`src/rtl/riscv_mc_pkg.sv`:
```
// Shared definitions for the multicycle RV32I-subset core control path.
// Holds the 4-bit FSM state encoding, the supported opcodes and the
// select-field codes for the ALU operation class, the result mux, the
// ALU operand muxes and the immediate-format selector.
package riscv_mc_pkg;

  typedef enum logic [3:0] {
    S_FETCH    = 4'd0,
    S_DECODE   = 4'd1,
    S_MEMADR   = 4'd2,
    S_MEMREAD  = 4'd3,
    S_MEMWB    = 4'd4,
    S_MEMWRITE = 4'd5,
    S_EXECUTER = 4'd6,
    S_EXECUTEI = 4'd7,
    S_ALUWB    = 4'd8,
    S_BEQ      = 4'd9,
    S_JAL      = 4'd10
  } state_t;

  localparam logic [6:0] OP_LW  = 7'b0000011;
  localparam logic [6:0] OP_SW  = 7'b0100011;
  localparam logic [6:0] OP_R   = 7'b0110011;
  localparam logic [6:0] OP_I   = 7'b0010011;
  localparam logic [6:0] OP_BEQ = 7'b1100011;
  localparam logic [6:0] OP_JAL = 7'b1101111;

  localparam logic [1:0] ALUOP_ADD   = 2'b00;
  localparam logic [1:0] ALUOP_SUB   = 2'b01;
  localparam logic [1:0] ALUOP_FUNCT = 2'b10;

  localparam logic [1:0] RES_ALUOUT    = 2'b00;
  localparam logic [1:0] RES_DATA      = 2'b01;
  localparam logic [1:0] RES_ALURESULT = 2'b10;

  localparam logic [1:0] SRCA_PC    = 2'b00;
  localparam logic [1:0] SRCA_OLDPC = 2'b01;
  localparam logic [1:0] SRCA_A     = 2'b10;

  localparam logic [1:0] SRCB_RS2  = 2'b00;
  localparam logic [1:0] SRCB_IMM  = 2'b01;
  localparam logic [1:0] SRCB_FOUR = 2'b10;

  localparam logic [1:0] IMM_I = 2'b00;
  localparam logic [1:0] IMM_S = 2'b01;
  localparam logic [1:0] IMM_B = 2'b10;
  localparam logic [1:0] IMM_J = 2'b11;

endpackage

```
`src/rtl/multicycle_controller_if.sv`:
```
// Single-port memory handshake between the controller and the memory.
//   MemReq   : controller requests an access this cycle
//   AdrSrc   : address select, 0 = PC, 1 = ALUOut
//   MemWrite : write strobe, held for the whole access
//   MemReady : memory completes the current access this cycle
// master = controller side, slave = memory side.
interface multicycle_controller_if;
  logic MemReq;
  logic AdrSrc;
  logic MemWrite;
  logic MemReady;

  modport master (output MemReq, output AdrSrc, output MemWrite, input MemReady);
  modport slave  (input MemReq, input AdrSrc, input MemWrite, output MemReady);
endinterface

```
`src/rtl/aludec.sv`:
```
// ALU decoder: maps the controller's ALU operation class plus the
// instruction funct fields to the 3-bit ALUControl code.
//   opb5       : opcode bit 5 (distinguishes R-type from I-type)
//   funct3     : Instr[14:12]
//   funct7b5   : Instr[30]
//   ALUOp      : 00 add, 01 sub, 10 decode from funct fields
//   ALUControl : 000 add, 001 sub, 010 and, 011 or, 101 slt
module aludec (
  input  logic       opb5,
  input  logic [2:0] funct3,
  input  logic       funct7b5,
  input  logic [1:0] ALUOp,
  output logic [2:0] ALUControl
);

  logic rtype_sub_s;

  // Only R-type uses Instr[30] to select subtract; addi with imm[10]=1 stays add.
  assign rtype_sub_s = funct7b5 & opb5;

  // ALU operation decode.
  always_comb begin
    ALUControl = 3'b000;
    case (ALUOp)
      2'b00: ALUControl = 3'b000;
      2'b01: ALUControl = 3'b001;
      default: begin
        case (funct3)
          3'b000: begin
            if (rtype_sub_s) begin
              ALUControl = 3'b001;
            end else begin
              ALUControl = 3'b000;
            end
          end
          3'b010:  ALUControl = 3'b101;
          3'b110:  ALUControl = 3'b011;
          3'b111:  ALUControl = 3'b010;
          default: ALUControl = 3'b000;
        endcase
      end
    endcase
  end

endmodule

```
`src/rtl/multicycle_controller.sv`:
```
// Control FSM for the multicycle RV32I-subset core (lw, sw, R-type,
// I-type ALU, beq, jal). Sequences the shared datapath through fetch,
// decode and execute states and stalls on the memory handshake.
// Ports:
//   clk, reset_n        : clock, asynchronous active-low reset
//   op/funct3/funct7b5  : instruction fields from IR
//   Zero                : ALU zero flag (branch decision)
//   mem                 : memory handshake (MemReq/AdrSrc/MemWrite/MemReady)
//   IRWrite/PCWrite/RegWrite : architectural write enables
//   ResultSrc/ALUSrcA/ALUSrcB : datapath mux selects
//   ImmSrc/ALUControl   : immediate format and ALU operation
//   Illegal             : one-cycle pulse for an unsupported opcode
module multicycle_controller
  import riscv_mc_pkg::*;
(
  input  logic                           clk,
  input  logic                           reset_n,
  input  logic [6:0]                     op,
  input  logic [2:0]                     funct3,
  input  logic                           funct7b5,
  input  logic                           Zero,
  multicycle_controller_if.master        mem,
  output logic                           IRWrite,
  output logic                           PCWrite,
  output logic                           RegWrite,
  output logic [1:0]                     ResultSrc,
  output logic [1:0]                     ALUSrcA,
  output logic [1:0]                     ALUSrcB,
  output logic [1:0]                     ImmSrc,
  output logic [2:0]                     ALUControl,
  output logic                           Illegal
);

  state_t     state_r;
  state_t     state_next_s;

  logic       mem_req_s;
  logic       adr_src_s;
  logic       mem_write_s;
  logic       ir_write_s;
  logic       pc_update_s;
  logic       branch_s;
  logic       reg_write_s;
  logic       illegal_s;
  logic [1:0] result_src_s;
  logic [1:0] alu_src_a_s;
  logic [1:0] alu_src_b_s;
  logic [1:0] alu_op_s;

  // State register.
  always_ff @(posedge clk or negedge reset_n) begin
    if (!reset_n) begin
      state_r <= S_FETCH;
    end else begin
      state_r <= state_next_s;
    end
  end

  // Next-state logic.
  always_comb begin
    state_next_s = S_FETCH;
    case (state_r)
      S_FETCH: begin
        if (mem.MemReady) begin
          state_next_s = S_DECODE;
        end else begin
          state_next_s = S_FETCH;
        end
      end
      S_DECODE: begin
        case (op)
          OP_LW, OP_SW: state_next_s = S_MEMADR;
          OP_R:         state_next_s = S_EXECUTER;
          OP_I:         state_next_s = S_EXECUTEI;
          OP_BEQ:       state_next_s = S_BEQ;
          OP_JAL:       state_next_s = S_JAL;
          default:      state_next_s = S_FETCH;
        endcase
      end
      S_MEMADR: begin
        if (op == OP_LW) begin
          state_next_s = S_MEMREAD;
        end else begin
          state_next_s = S_MEMWRITE;
        end
      end
      S_MEMREAD: begin
        if (mem.MemReady) begin
          state_next_s = S_MEMWB;
        end else begin
          state_next_s = S_MEMREAD;
        end
      end
      S_MEMWRITE: begin
        if (mem.MemReady) begin
          state_next_s = S_FETCH;
        end else begin
          state_next_s = S_MEMWRITE;
        end
      end
      S_MEMWB:    state_next_s = S_FETCH;
      S_EXECUTER: state_next_s = S_ALUWB;
      S_EXECUTEI: state_next_s = S_ALUWB;
      S_ALUWB:    state_next_s = S_FETCH;
      S_BEQ:      state_next_s = S_FETCH;
      S_JAL:      state_next_s = S_ALUWB;
      default:    state_next_s = S_FETCH;
    endcase
  end

  // Output decode; Moore except the FETCH handshake and DECODE illegal flag.
  always_comb begin
    mem_req_s    = 1'b0;
    adr_src_s    = 1'b0;
    mem_write_s  = 1'b0;
    ir_write_s   = 1'b0;
    pc_update_s  = 1'b0;
    branch_s     = 1'b0;
    reg_write_s  = 1'b0;
    illegal_s    = 1'b0;
    result_src_s = RES_ALUOUT;
    alu_src_a_s  = SRCA_PC;
    alu_src_b_s  = SRCB_RS2;
    alu_op_s     = ALUOP_ADD;
    case (state_r)
      S_FETCH: begin
        mem_req_s    = 1'b1;
        result_src_s = RES_ALURESULT;
        alu_src_b_s  = SRCB_FOUR;
        // IR/PC load only on the completing cycle, so a stall still gives one pulse.
        ir_write_s   = mem.MemReady;
        pc_update_s  = mem.MemReady;
      end
      S_DECODE: begin
        alu_src_a_s = SRCA_OLDPC;
        alu_src_b_s = SRCB_IMM;
        case (op)
          OP_LW, OP_SW, OP_R, OP_I, OP_BEQ, OP_JAL: illegal_s = 1'b0;
          default:                                  illegal_s = 1'b1;
        endcase
      end
      S_MEMADR: begin
        alu_src_a_s = SRCA_A;
        alu_src_b_s = SRCB_IMM;
      end
      S_MEMREAD: begin
        mem_req_s = 1'b1;
        adr_src_s = 1'b1;
      end
      S_MEMWB: begin
        result_src_s = RES_DATA;
        reg_write_s  = 1'b1;
      end
      S_MEMWRITE: begin
        mem_req_s   = 1'b1;
        adr_src_s   = 1'b1;
        mem_write_s = 1'b1;
      end
      S_EXECUTER: begin
        alu_src_a_s = SRCA_A;
        alu_src_b_s = SRCB_RS2;
        alu_op_s    = ALUOP_FUNCT;
      end
      S_EXECUTEI: begin
        alu_src_a_s = SRCA_A;
        alu_src_b_s = SRCB_IMM;
        alu_op_s    = ALUOP_FUNCT;
      end
      S_ALUWB: begin
        result_src_s = RES_ALUOUT;
        reg_write_s  = 1'b1;
      end
      S_BEQ: begin
        alu_src_a_s = SRCA_A;
        alu_src_b_s = SRCB_RS2;
        alu_op_s    = ALUOP_SUB;
        branch_s    = 1'b1;
      end
      S_JAL: begin
        alu_src_a_s = SRCA_OLDPC;
        alu_src_b_s = SRCB_FOUR;
        pc_update_s = 1'b1;
      end
      default: begin
        mem_req_s = 1'b0;
      end
    endcase
  end

  // Immediate format decoder.
  always_comb begin
    ImmSrc = IMM_I;
    case (op)
      OP_LW, OP_I: ImmSrc = IMM_I;
      OP_SW:       ImmSrc = IMM_S;
      OP_BEQ:      ImmSrc = IMM_B;
      OP_JAL:      ImmSrc = IMM_J;
      default:     ImmSrc = IMM_I;
    endcase
  end

  aludec u_aludec (
    .opb5       (op[5]),
    .funct3     (funct3),
    .funct7b5   (funct7b5),
    .ALUOp      (alu_op_s),
    .ALUControl (ALUControl)
  );

  // Enables are gated by reset_n so a reset mid-instruction suppresses writes at once;
  // selects already show FETCH values because the state is forced there.
  assign mem.MemReq   = mem_req_s & reset_n;
  assign mem.AdrSrc   = adr_src_s;
  assign mem.MemWrite = mem_write_s & reset_n;
  assign IRWrite      = ir_write_s & reset_n;
  assign PCWrite      = ((branch_s & Zero) | pc_update_s) & reset_n;
  assign RegWrite     = reg_write_s & reset_n;
  assign Illegal      = illegal_s & reset_n;
  assign ResultSrc    = result_src_s;
  assign ALUSrcA      = alu_src_a_s;
  assign ALUSrcB      = alu_src_b_s;

endmodule
```
`src/flat_wrapper.sv`:
```
// flat-port wrapper written by rule: the top's interface ports become plain ports
module multicycle_controller_flat import riscv_mc_pkg::*;
  (clk, reset_n, op, funct3, funct7b5, Zero, IRWrite, PCWrite, RegWrite, ResultSrc, ALUSrcA, ALUSrcB, ImmSrc, ALUControl, Illegal, mem_MemReq, mem_AdrSrc, mem_MemWrite, mem_MemReady);
  multicycle_controller_if mem_i ();
  input  logic clk;
  input  logic reset_n;
  input  logic [6:0] op;
  input  logic [2:0] funct3;
  input  logic funct7b5;
  input  logic Zero;
  output logic IRWrite;
  output logic PCWrite;
  output logic RegWrite;
  output logic [1:0] ResultSrc;
  output logic [1:0] ALUSrcA;
  output logic [1:0] ALUSrcB;
  output logic [1:0] ImmSrc;
  output logic [2:0] ALUControl;
  output logic Illegal;
  output wire logic [$bits(mem_i.MemReq)-1:0] mem_MemReq;
  output wire logic [$bits(mem_i.AdrSrc)-1:0] mem_AdrSrc;
  output wire logic [$bits(mem_i.MemWrite)-1:0] mem_MemWrite;
  input wire logic [$bits(mem_i.MemReady)-1:0] mem_MemReady;
  assign mem_MemReq = mem_i.MemReq;
  assign mem_AdrSrc = mem_i.AdrSrc;
  assign mem_MemWrite = mem_i.MemWrite;
  assign mem_i.MemReady = mem_MemReady;
  multicycle_controller u_core (.clk(clk), .reset_n(reset_n), .op(op), .funct3(funct3), .funct7b5(funct7b5), .Zero(Zero), .mem(mem_i), .IRWrite(IRWrite), .PCWrite(PCWrite), .RegWrite(RegWrite), .ResultSrc(ResultSrc), .ALUSrcA(ALUSrcA), .ALUSrcB(ALUSrcB), .ImmSrc(ImmSrc), .ALUControl(ALUControl), .Illegal(Illegal));
endmodule
```
`config.mk`:
```
export PLATFORM = sky130hd
export DESIGN_NAME = multicycle_controller_flat
export DESIGN_NICKNAME = d
export VERILOG_FILES = /design/src/rtl/riscv_mc_pkg.sv /design/src/rtl/multicycle_controller_if.sv /design/src/rtl/aludec.sv /design/src/rtl/multicycle_controller.sv /design/src/flat_wrapper.sv
export SDC_FILE = /design/constraint.sdc
export NUM_CORES = 1
export LEC_CHECK = 0
export CAP_MARGIN = 10
export CORE_UTILIZATION = 30
export DETAILED_ROUTE_END_ITERATION = 7
export GPL_ROUTABILITY_DRIVEN = 0
export PLACE_DENSITY = 0.67
export SETUP_SLACK_MARGIN = 0.2
export SYNTH_ARGS = -nofsm -noshare
export SYNTH_HDL_FRONTEND = slang
export SYNTH_SLANG_ARGS = --single-unit
```
`constraint.sdc`:
```
create_clock -name clk -period 1.3 [get_ports clk]
set_input_delay 0.195 -clock clk [delete_from_list [all_inputs] [get_ports clk]]
set_output_delay 0.195 -clock clk [all_outputs]
set_load 0.02 [all_outputs]
```
==> impl_metrics.toml, run 1 <==
[run_status]
status = "aborted with a tool error"
haltStage = "5_1_grt"
stop_error = "[ERROR DPL-0033] detailed placement checks failed during check placement."

[timing]
crit_endpoint = "PCWrite"
worst-ep-kind = "output port"

[yosys]
async_flop_share_pct = 100
synth.net_count = 95
synth_top_area_cell = "dfrtp_1"
ys_ff_latch = 4
yosys-top-cells-area = "dfrtp_1, nand2b_1, nand4bb_4, nor2_1, nor3_1"
ys_types = 40
synth.avg_cell_area_sq_um = 7.63
synth.most_common_cell = "nor2_1"
netlist_instances = 80
synthTopCellsByCount = "nor2_1, nand2_1, nand2b_1, nor3_1"
ys_seq_area_share_pct = 16.4
synth_area_sq_um = 611
yosys_warnings = 0
synth_edf_count = 0
synth.top_cell.area_share_pct = 16.4
ys.flop_type = "dfrtp_1"

[place]
io_buffers = 32
dp_hpwl_um = 2010
dp.cells = 170

[die]
rows = 15
die_w_um = 47.1
dieHeight_um = 47.1
initial_core_util_pct = 33.5
pin_count = 33

[cts]
clock_path_buffers = 2
cts_num_sinks = 4
numCtsBuffers = 3
htreeDepth = 1
cts-root-buf = "clkbuf_4"

[global_routing]
grt_max_degree = 12
antenna_found_initial = 0
## logic make-up after synthesis
logic type	count (synthesis)	synth area share, %
AOI/OAI and AO/OA	21	23.0
xor gates and xnor gates	3	4.30
buffers and inverters	7	7.17
DFF	4	16.4
muxes	1	1.84
and+or+nand+nor	44	47.3
## per-stage QoR
step	setup slack [ns]	instance area, sq um
floorplan	-0.0721	787
global placement	-0.834	1380
detailed placement	-0.846	1380
CTS	-0.440	1610
## what timing repair did
| item | CTS |
|---|---|
| hold endpoints to repair | 0 |
| cloned | 0 |
| setup endpoints to repair | 22 |
| hold buffers | 0 |
| setup buffers | 10 |
| pin swaps | 12 |
| gates resized for setup | 174 |
==> run 2: changes to the inputs <==
--- a/config.mk
+++ b/config.mk
@@ -6,11 +6,11 @@
 export NUM_CORES = 1
 export LEC_CHECK = 0
 export CAP_MARGIN = 10
-export CORE_UTILIZATION = 30
+export CORE_AREA = 2 2 63 65
 export DETAILED_ROUTE_END_ITERATION = 7
+export DIE_AREA = 0 0 65 67
 export GPL_ROUTABILITY_DRIVEN = 0
-export PLACE_DENSITY = 0.67
-export SETUP_SLACK_MARGIN = 0.2
+export PLACE_DENSITY_LB_ADDON = 0.15
 export SYNTH_ARGS = -nofsm -noshare
 export SYNTH_HDL_FRONTEND = slang
 export SYNTH_SLANG_ARGS = --single-unit
==> constraint.sdc (replaced) <==
create_clock -name clk -period 1.7 [get_ports clk]
set_input_delay 0.255 -clock clk [delete_from_list [all_inputs] [get_ports clk]]
set_output_delay 0.255 -clock clk [all_outputs]
set_load 0.02 [all_outputs]
==> run 2 against run 1 <==
Synthesized area is the same; synthesized cell count unchanged; the flow now finishes, with violations (negative setup slack).
==> impl_metrics.toml, run 2 <==
[setup_path]
required_ns = 1.44
crit_path_max_fanout = 4
worstPathCellList = "and2b_2 -> or3_4 -> nor3b_1 -> buf_2"
cp.arrival_ns = 1.49
critPathKind = "register to primary output"
cp_slowest_cell = "dfrtp_1"
cp_top_family = "simple AND/OR/NAND/NOR gates"
start_kind = "register"
cpPeakStageDelay_ns = 0.41
worst-path-buf-inv = 1
crit_path_end_kind = "primary output"

[cts]
clkLatencyLatePin_ns = 0.21
numCtsBuffers = 3
htreeDepth = 1
clock_path_buffers = 2
cts_tree = "yes"
clk_pin_slew_ns = 0.03
cts_num_sinks = 4
cts-root-buf = "clkbuf_8"
postCtsHoldBufs = 0

[yosys]
ys.flop_type = "dfrtp_1"
synthTopCellsByCount = "nor2_1, nand2_1, nand2b_1, nor3_1"
synth.top_cell.area_share_pct = 16.4
yosys-top-cells-area = "dfrtp_1, nand2b_1, nand4bb_4, nor2_1, nor3_1"
synth.avg_cell_area_sq_um = 7.63
synth_edf_count = 0
synth_top_area_cell = "dfrtp_1"
ys_ff_latch = 4
synth.most_common_cell = "nor2_1"
yosys_warnings = 0
ys_seq_area_share_pct = 16.4
ys_types = 40
synth.net_count = 95
async_flop_share_pct = 100
synth_area_sq_um = 611
netlist_instances = 80

[run_status]
status = "finished, violations left"
violations = "negative setup slack"

[die]
initial_core_util_pct = 16.9
dieHeight_um = 67
rows = 22
pin_count = 33
design.core.area_sq_mm = 0.00361
die_area_sq_mm = 0.00436
die_w_um = 65

[timing]
fin_ws_ns = -0.0478
drv_slew = 0
relSlewSlack_pct = 77.3
period_minus_slack_ns = 1.75
setup_tns_ns = -0.0870
setup_viol = 2
hold_viol_final = 0
fin_skew_ns = 0.00175
max_freq_mhz = 572
rsz0062_at_grt = "true"
period_share_pct = 103
worstMarginPinSlew_ns = 0.335

[detailed_routing]
dr.pass1.iters = 4
drt_wl_total_um = 2440
drtAntennaViolNets = 0
vias = 871
drcViolationCount = 0
drtIter0Drc = 5
routed_via_density = 4.33
wire_per_inst_um = 12.1

[final_layout]
final_core_util_pct = 36.5
nNetsFinal = 170
n_fill_cell = 390
drive_above_1_share_pct = 52.9
n_antenna_cell = 0
largest_register = "u_core.state_r"
top_regs = "u_core.state_r (4)"
area_growth_pct = 115
largest_register_ffs = 4
layout_common_cells = "buf_4, buf_2, clkdlybuf4s50_1"
final_common_cell = "buf_4"

[place]
dp_hpwl_um = 1930
io_buffers = 32

[global_routing]
antenna_found_initial = 0
grt_pass1_vias = 896
grt_first_pass_wirelength_um = 3910
gr-total-overflow = 0
grt_max_degree = 9
track_usage_pct = 11.3

[power_and_ir_drop]
irDropWorstVdd_mv = 0.398
leakage_nw = 0.617
powerDensity_mw_per_mm2 = 464

[run]
drv_cap = 0

[hold_path]
hold_class = "input pin to asynchronous set/reset pin"
-- run 2: cell counts after synthesis --
No cell type changed its count.
-- run 2: path summary, 6_finish.rpt --
kind,start,endpoint,slack [ns],cells past startpoint
worst max-delay path,u_core.state_r[1],ALUSrcB[0],-0.05,4
worst min-delay path,reset_n,u_core.state_r[0],0.37,2
worst max register to register,u_core.state_r[0],u_core.state_r[1],0.18,5
worst min register to register,u_core.state_r[2],u_core.state_r[1],0.64,2
max in group asynchronous,reset_n,u_core.state_r[2],1.19,2
min in group clk,op[4],u_core.state_r[2],0.55,4
-- run 2: routing by layer --
layer	routed length (um)	up-vias	global-route usage [%]
met4	0	0	2.39
met2	1220	13	20.2
met1	1140	407	14.6
met3	81	0	1.01
met5	0	-	0
li1	-	451	-
-- run 2: worst reg2reg max path, cell delays in order, from the launching register on --
cell	delay [ns]
dfrtp_1	0.38
buf_4	0.17
or4_1	0.51
o21ai_1	0.15
a22oi_1	0.09
nor3_2	0.12
-- run 2: stage by stage --
stage	setup slack (ns)	cell area [sq um]	cells	hold slack, ns	total power [mW]
4_1_cts	-0.0633	1250	199	0.369	0.610
3_5_place_dp	-0.624	1240	193	0.591	0.433
3_3_place_gp	-0.552	1240	193	0.609	0.434
5_1_grt	-0.106	1320	201	0.398	0.653
2_1_floorplan	0.0149	611	80	-0.0406	0.250
6_report	-0.0478	1320	201	0.373	0.610
-- run 2: logic make-up (layout without fill, tap and decap cells) --
| family | Yosys count | in the layout | share of synthesized area (%) |
|---|---|---|---|
| buf+inv | 7 | 80 | 7.17 |
| flops | 4 | 4 | 16.4 |
| compound gates | 21 | 21 | 23.0 |
| mux | 1 | 1 | 1.84 |
| xor+xnor | 3 | 3 | 4.30 |
| simple gates | 44 | 44 | 47.3 |
-- run 2: cell type report --
| cell class | count | area, sq um | share of cell area (%) |
|---|---|---|---|
| Tap cell | 48 | 60.1 | 4.57 |
| Clock buffer | 3 | 41.3 | 3.14 |
| Timing Repair Buffer | 74 | 579 | 44.1 |
| Sequential cell | 4 | 103 | 7.80 |
| Multi-Input combinational cell | 69 | 520 | 39.6 |
| Inverter | 3 | 11.3 | 0.856 |
-- run 2: timing repair --
action | in CTS | in global routing
endpoints found under the setup margin | 18 | 14
setup buffers | 3 | 2
pin swaps | 2 | 4
gates resized for setup | 93 | 19
-- run 2: power breakdown --
| part | total, mW | switching, mW | internal (mW) |
|---|---|---|---|
| Clock | 0.194 | 0.0433 | 0.150 |
| Combinational | 0.309 | 0.152 | 0.157 |
| Sequential | 0.107 | 0.00582 | 0.101 |
| Total | 0.610 | 0.201 | 0.409 |
(Power assumes the default switching activity.)
==> run 3: changes to the inputs <==
--- a/config.mk
+++ b/config.mk
@@ -5,12 +5,12 @@
 export SDC_FILE = /design/constraint.sdc
 export NUM_CORES = 1
 export LEC_CHECK = 0
-export CAP_MARGIN = 10
 export CORE_AREA = 2 2 63 65
 export DETAILED_ROUTE_END_ITERATION = 7
 export DIE_AREA = 0 0 65 67
 export GPL_ROUTABILITY_DRIVEN = 0
 export PLACE_DENSITY_LB_ADDON = 0.15
+export SKIP_CTS_REPAIR_TIMING = 1
 export SYNTH_ARGS = -nofsm -noshare
 export SYNTH_HDL_FRONTEND = slang
 export SYNTH_SLANG_ARGS = --single-unit
==> run 3 against run 2 <==
The run still ends with negative setup slack left; total power is 0.22% lower; combinational power hardly changed; critical path depth is the same; core utilization increased by 0.21 points; largest power group unchanged; critical path type unchanged; critical endpoint unchanged.
==> impl_metrics.toml, run 3 (synthesized netlist as in run 2, its figures left out) <==
[run_status]
status = "finished, violations left"
violations = "negative setup slack"

[final_layout]
fin_area_sq_mm = 0.00132
largest_register = "u_core.state_r"
final_common_cell = "buf_4"
regArea_sq_um = 101
area_growth_pct = 117
multi_input_area_sq_um = 512
layout_common_cells = "buf_4, clkbuf_2, clkdlybuf4s50_1, dlymetal6s2s_1, nor2_1"
top_regs = "u_core.state_r (4)"
n_fill_cell = 377
drive_above_1_share_pct = 50.3
n_antenna_cell = 0
largest_register_ffs = 4
nNetsFinal = 168

[place]
io_buffers = 32
dp_hpwl_um = 1930
placed_area_sq_mm = 0.00124
pre_cts_ws_ns = -0.624

[global_routing]
grt_pass1_vias = 865
use_met3_pct = 1.01
track_usage_pct = 10.8
grtUsageMet1_pct = 13.9
antenna_found_initial = 0
grt_max_degree = 10
gr-total-overflow = 0
grt_first_pass_wirelength_um = 3750
grt_util_met2_pct = 19.5
grt.busiest_layer = "met2"

[setup_path]
worstPathCellList = "and2b_1 -> or3_1 -> nor3b_1 -> clkbuf_2"
cp.arrival_ns = 1.47
ff2ff_setup_slack_ns = 0.16
reg2reg_depth = 7
worst-path-buf-inv = 1
start_kind = "register"
cpPeakStageDelay_ns = 0.41
crit_path_end_kind = "primary output"
crit_path_max_fanout = 4
critPathKind = "register to primary output"
required_ns = 1.44
reg2reg_to = "u_core.state_r[0]"
cp_slowest_cell = "dfrtp_1"
rr_startpoint = "u_core.state_r[1]"
cp_top_family = "simple AND/OR/NAND/NOR gates"

[timing]
period_share_pct = 102
setup_tns_ns = -0.0455
fin_skew_ns = 0.00189
holdWs_ns = 0.373
drv_slew = 0
rsz0062_at_grt = "true"
fin_ws_ns = -0.0279
setup_viol = 2
hold_viol_final = 0
relSlewSlack_pct = 76.3
period_minus_slack_ns = 1.73
max_freq_mhz = 579
worstMarginPinSlew_ns = 0.350

[detailed_routing]
drt_wl_total_um = 2410
drtAntennaViolNets = 0
routed_via_density = 4.28
wire_per_inst_um = 12.1
vias = 851
drtIter0Drc = 15
dr.pass1.iters = 4
drcViolationCount = 0

[power_and_ir_drop]
switching_share_pct = 33.0
total_power_uw = 609
leakage_nw = 0.655
power.switching_uw = 201
seq_power_share_pct = 17.5
internal_power_uw = 408
pwr-share-clk_pct = 31.8
comb_power_share_pct = 50.7
powerDensity_mw_per_mm2 = 460
irDropWorstVdd_mv = 0.398

[hold_path]
hold_class = "input pin to asynchronous set/reset pin"

[cts]
numCtsBuffers = 3
clk_pin_slew_ns = 0.03
clock_path_buffers = 2
clkLatencyLatePin_ns = 0.21
cts_num_sinks = 4
cts-root-buf = "clkbuf_8"
htreeDepth = 1
cts_tree = "yes"

[die]
design.core.area_sq_mm = 0.00361
die_w_um = 65
pin_count = 33
dieHeight_um = 67
initial_core_util_pct = 16.9
rows = 22
die_area_sq_mm = 0.00436

[run]
drv_cap = 0
==> run 3: cell types whose count changed in the layout (fill, tap and decap cells not counted), sizes merged <==
cell and change:
buf -9, clkbuf +8, dlygate4sd2 -6, dlymetal6s2s +6
clkdlybuf4s15 -1
==> run 3: power groups by stage <==
stage	logic, mW	clock network (mW)	registers, mW
after global routing	0.336	0.204	0.108
final	0.309	0.194	0.107
after global placement	0.326	0	0.108
after CTS	0.326	0.202	0.107
after detailed placement	0.325	0	0.108
after floorplan	0.143	0	0.107
==> run 3: worst max-delay path by stage <==
stage | start | endpoint | slack (ns) | cells past startpoint
after detailed placement | op[2] | Illegal | -0.62 | 5
after floorplan | u_core.state_r[1] | Illegal | 0.01 | 3
after CTS | op[2] | Illegal | -0.63 | 5
final | u_core.state_r[1] | ALUSrcB[0] | -0.03 | 4
after global placement | op[2] | Illegal | -0.55 | 5
after global routing | u_core.state_r[1] | ALUSrcB[0] | -0.1 | 4
==> run 3: cell type report <==
cell class	count	area share, %
timing repair buffer	72	45.1
multi-input combinational	69	38.7
sequential	4	7.66
tap	48	4.54
clock buffer	3	3.12
inverter	3	0.851
==> run 3: through the flow <==
stage          util [%]  instances
6_report           36.7        199
3_3_place_gp       34.3        193
3_5_place_dp       34.3        193
2_1_floorplan         -         80
4_1_cts            35.4        196
5_1_grt            36.7        199
==> run 3: metal layers <==
layer | vias up | wire length [um]
li1 | 447 | -
met1 | 389 | 1130
met2 | 15 | 1190
met3 | 0 | 85
met4 | 0 | 0
met5 | - | 0
==> run 4: changes to the inputs <==
--- a/config.mk
+++ b/config.mk
@@ -5,9 +5,9 @@
 export SDC_FILE = /design/constraint.sdc
 export NUM_CORES = 1
 export LEC_CHECK = 0
-export CORE_AREA = 2 2 63 65
+export CORE_AREA = 4 4 65 67
 export DETAILED_ROUTE_END_ITERATION = 7
-export DIE_AREA = 0 0 65 67
+export DIE_AREA = 0 0 69 71
 export GPL_ROUTABILITY_DRIVEN = 0
 export PLACE_DENSITY_LB_ADDON = 0.15
 export SKIP_CTS_REPAIR_TIMING = 1
==> run 4 against run 3 <==
The run still ends with negative setup slack left; setup slack lost 0.047 ns; sequential share of layout area is essentially flat; cell count shrank 1.0%; largest cell class unchanged; clock skew shrank 0.0012 ns; critical path depth is the same; critical endpoint is now mem_MemReq; clock power is essentially flat; via count grew 2.9%; wire length grew 2.6%; fmax shrank 2.6%; global-route usage shrank 1.0 points; sequential power is essentially flat; critical path type unchanged; cell area grew 1.1%.
==> impl_metrics.toml, run 4 (synthesized netlist as in run 2, its figures left out) <==
[run_status]
status = "finished, violations left"
violations = "negative setup slack"

[final_layout]
nNetsFinal = 166
layout_common_cells = "buf_4, dlymetal6s2s_1, clkdlybuf4s50_1"
top_regs = "u_core.state_r (4)"
n_antenna_cell = 0
largest_register_ffs = 4
final_common_cell = "buf_4"
drive_above_1_share_pct = 52.3
largest_register = "u_core.state_r"
n_fill_cell = 403
area_growth_pct = 119
fin_area_sq_mm = 0.00134

[detailed_routing]
drcViolationCount = 0
vias = 876
wire_per_inst_um = 12.6
drtAntennaViolNets = 0
drtIter0Drc = 21
drt_wl_total_um = 2480
routed_via_density = 4.45
dr.pass1.iters = 4

[timing]
fin_ws_ns = -0.0744
drv_slew = 0
period_share_pct = 104
max_freq_mhz = 564
fin_skew_ns = 0.000668
hold_viol_final = 0
relSlewSlack_pct = 76.0
period_minus_slack_ns = 1.77
worstMarginPinSlew_ns = 0.355
holdWs_ns = 0.383
rsz0062_at_grt = "true"
setup_viol = 2

[setup_path]
cp_top_family = "simple AND/OR/NAND/NOR gates"
cp.arrival_ns = 1.52
crit_path_end_kind = "primary output"
start_kind = "register"
worst-path-buf-inv = 1
cpPeakStageDelay_ns = 0.43
required_ns = 1.44
worstPathCellList = "and2b_2 -> or3_1 -> a21oi_1 -> buf_4"
critPathKind = "register to primary output"
crit_path_max_fanout = 4
cp_slowest_cell = "dfrtp_2"

[die]
dieHeight_um = 71
design.core.area_sq_mm = 0.00363
die_area_sq_mm = 0.00490
rows = 22
die_w_um = 69
initial_core_util_pct = 16.8
pin_count = 33

[global_routing]
grt_first_pass_wirelength_um = 4050
antenna_found_initial = 0
grt_max_degree = 12
grt_pass1_vias = 862
gr-total-overflow = 0
track_usage_pct = 9.81

[cts]
clkLatencyLatePin_ns = 0.21
cts_num_sinks = 4
cts-root-buf = "clkbuf_8"
clk_pin_slew_ns = 0.03
numCtsBuffers = 3
cts_tree = "yes"
htreeDepth = 1
clock_path_buffers = 2

[power_and_ir_drop]
leakage_nw = 0.673
irDropWorstVdd_mv = 0.360
powerDensity_mw_per_mm2 = 465

[place]
io_buffers = 32
dp_hpwl_um = 1960
placed_area_sq_mm = 0.00123

[hold_path]
hold_class = "input pin to asynchronous set/reset pin"

[run]
drv_cap = 0
run 4: cell types whose count changed in the layout (fill, tap and decap cells not counted), sizes merged:
cell / previous run / this run
dlymetal6s2s: 7 / 8
buf: 50 / 53
clkbuf: 11 / 5
run 4: worst reg2reg max path, cell delays in order (launching register included):
cell	delay [ns]
dfrtp_1	0.39
buf_4	0.18
or4_1	0.52
o21ai_1	0.15
a22oi_1	0.09
nor3_2	0.13
run 4: report_power, final:
part / total, mW / internal [mW] / switching [mW]
Clock: 0.194 / 0.150 / 0.0438
Combinational: 0.320 / 0.163 / 0.157
Sequential: 0.107 / 0.101 / 0.00609
Total: 0.622 / 0.415 / 0.207
run 4: routing by layer:
layer / up-vias / wire (um) / track usage [%]
li1: 444 / - / -
met1: 401 / 1140 / 12.9
met2: 29 / 1190 / 16.5
met3: 2 / 133 / 1.70
met4: 0 / 17 / 2.60
met5: - / 0 / 0
run 4: final cells by class:
class                           instances  area, sq um  share of cell area [%]
Inverter                                3         11.3                   0.842
Sequential cell                         4          103                    7.67
Multi-Input combinational cell         69          533                    39.9
Clock buffer                            3         41.3                    3.09
Timing Repair Buffer                   70          589                    44.1
Tap cell                               48         60.1                    4.49
run 4: stage by stage:
step,setup WS (ns),setup TNS (ns),util (%),cells,power (mW)
6_report,-0.0744,-0.147,36.8,197,0.622
3_5_place_dp,-0.660,-5.44,34.0,191,0.431
3_3_place_gp,-0.572,-5.29,34.0,191,0.430
4_1_cts,-0.660,-7.68,35.1,194,0.633
2_1_floorplan,0.0149,0,-,80,0.250
5_1_grt,-0.115,-0.349,36.8,197,0.667
run 4: final timing paths:
| kind | startpoint | endpoint | slack, ns | cells after the start |
|---|---|---|---|---|
| max | u_core.state_r[1] | mem_MemReq | -0.07 | 4 |
| min | reset_n | u_core.state_r[0] | 0.38 | 2 |
| max reg2reg | u_core.state_r[0] | u_core.state_r[1] | 0.15 | 5 |
| min reg2reg | u_core.state_r[3] | u_core.state_r[1] | 0.66 | 2 |
| max in group asynchronous | reset_n | u_core.state_r[3] | 1.18 | 2 |
| min in group clk | op[4] | u_core.state_r[2] | 0.55 | 4 |
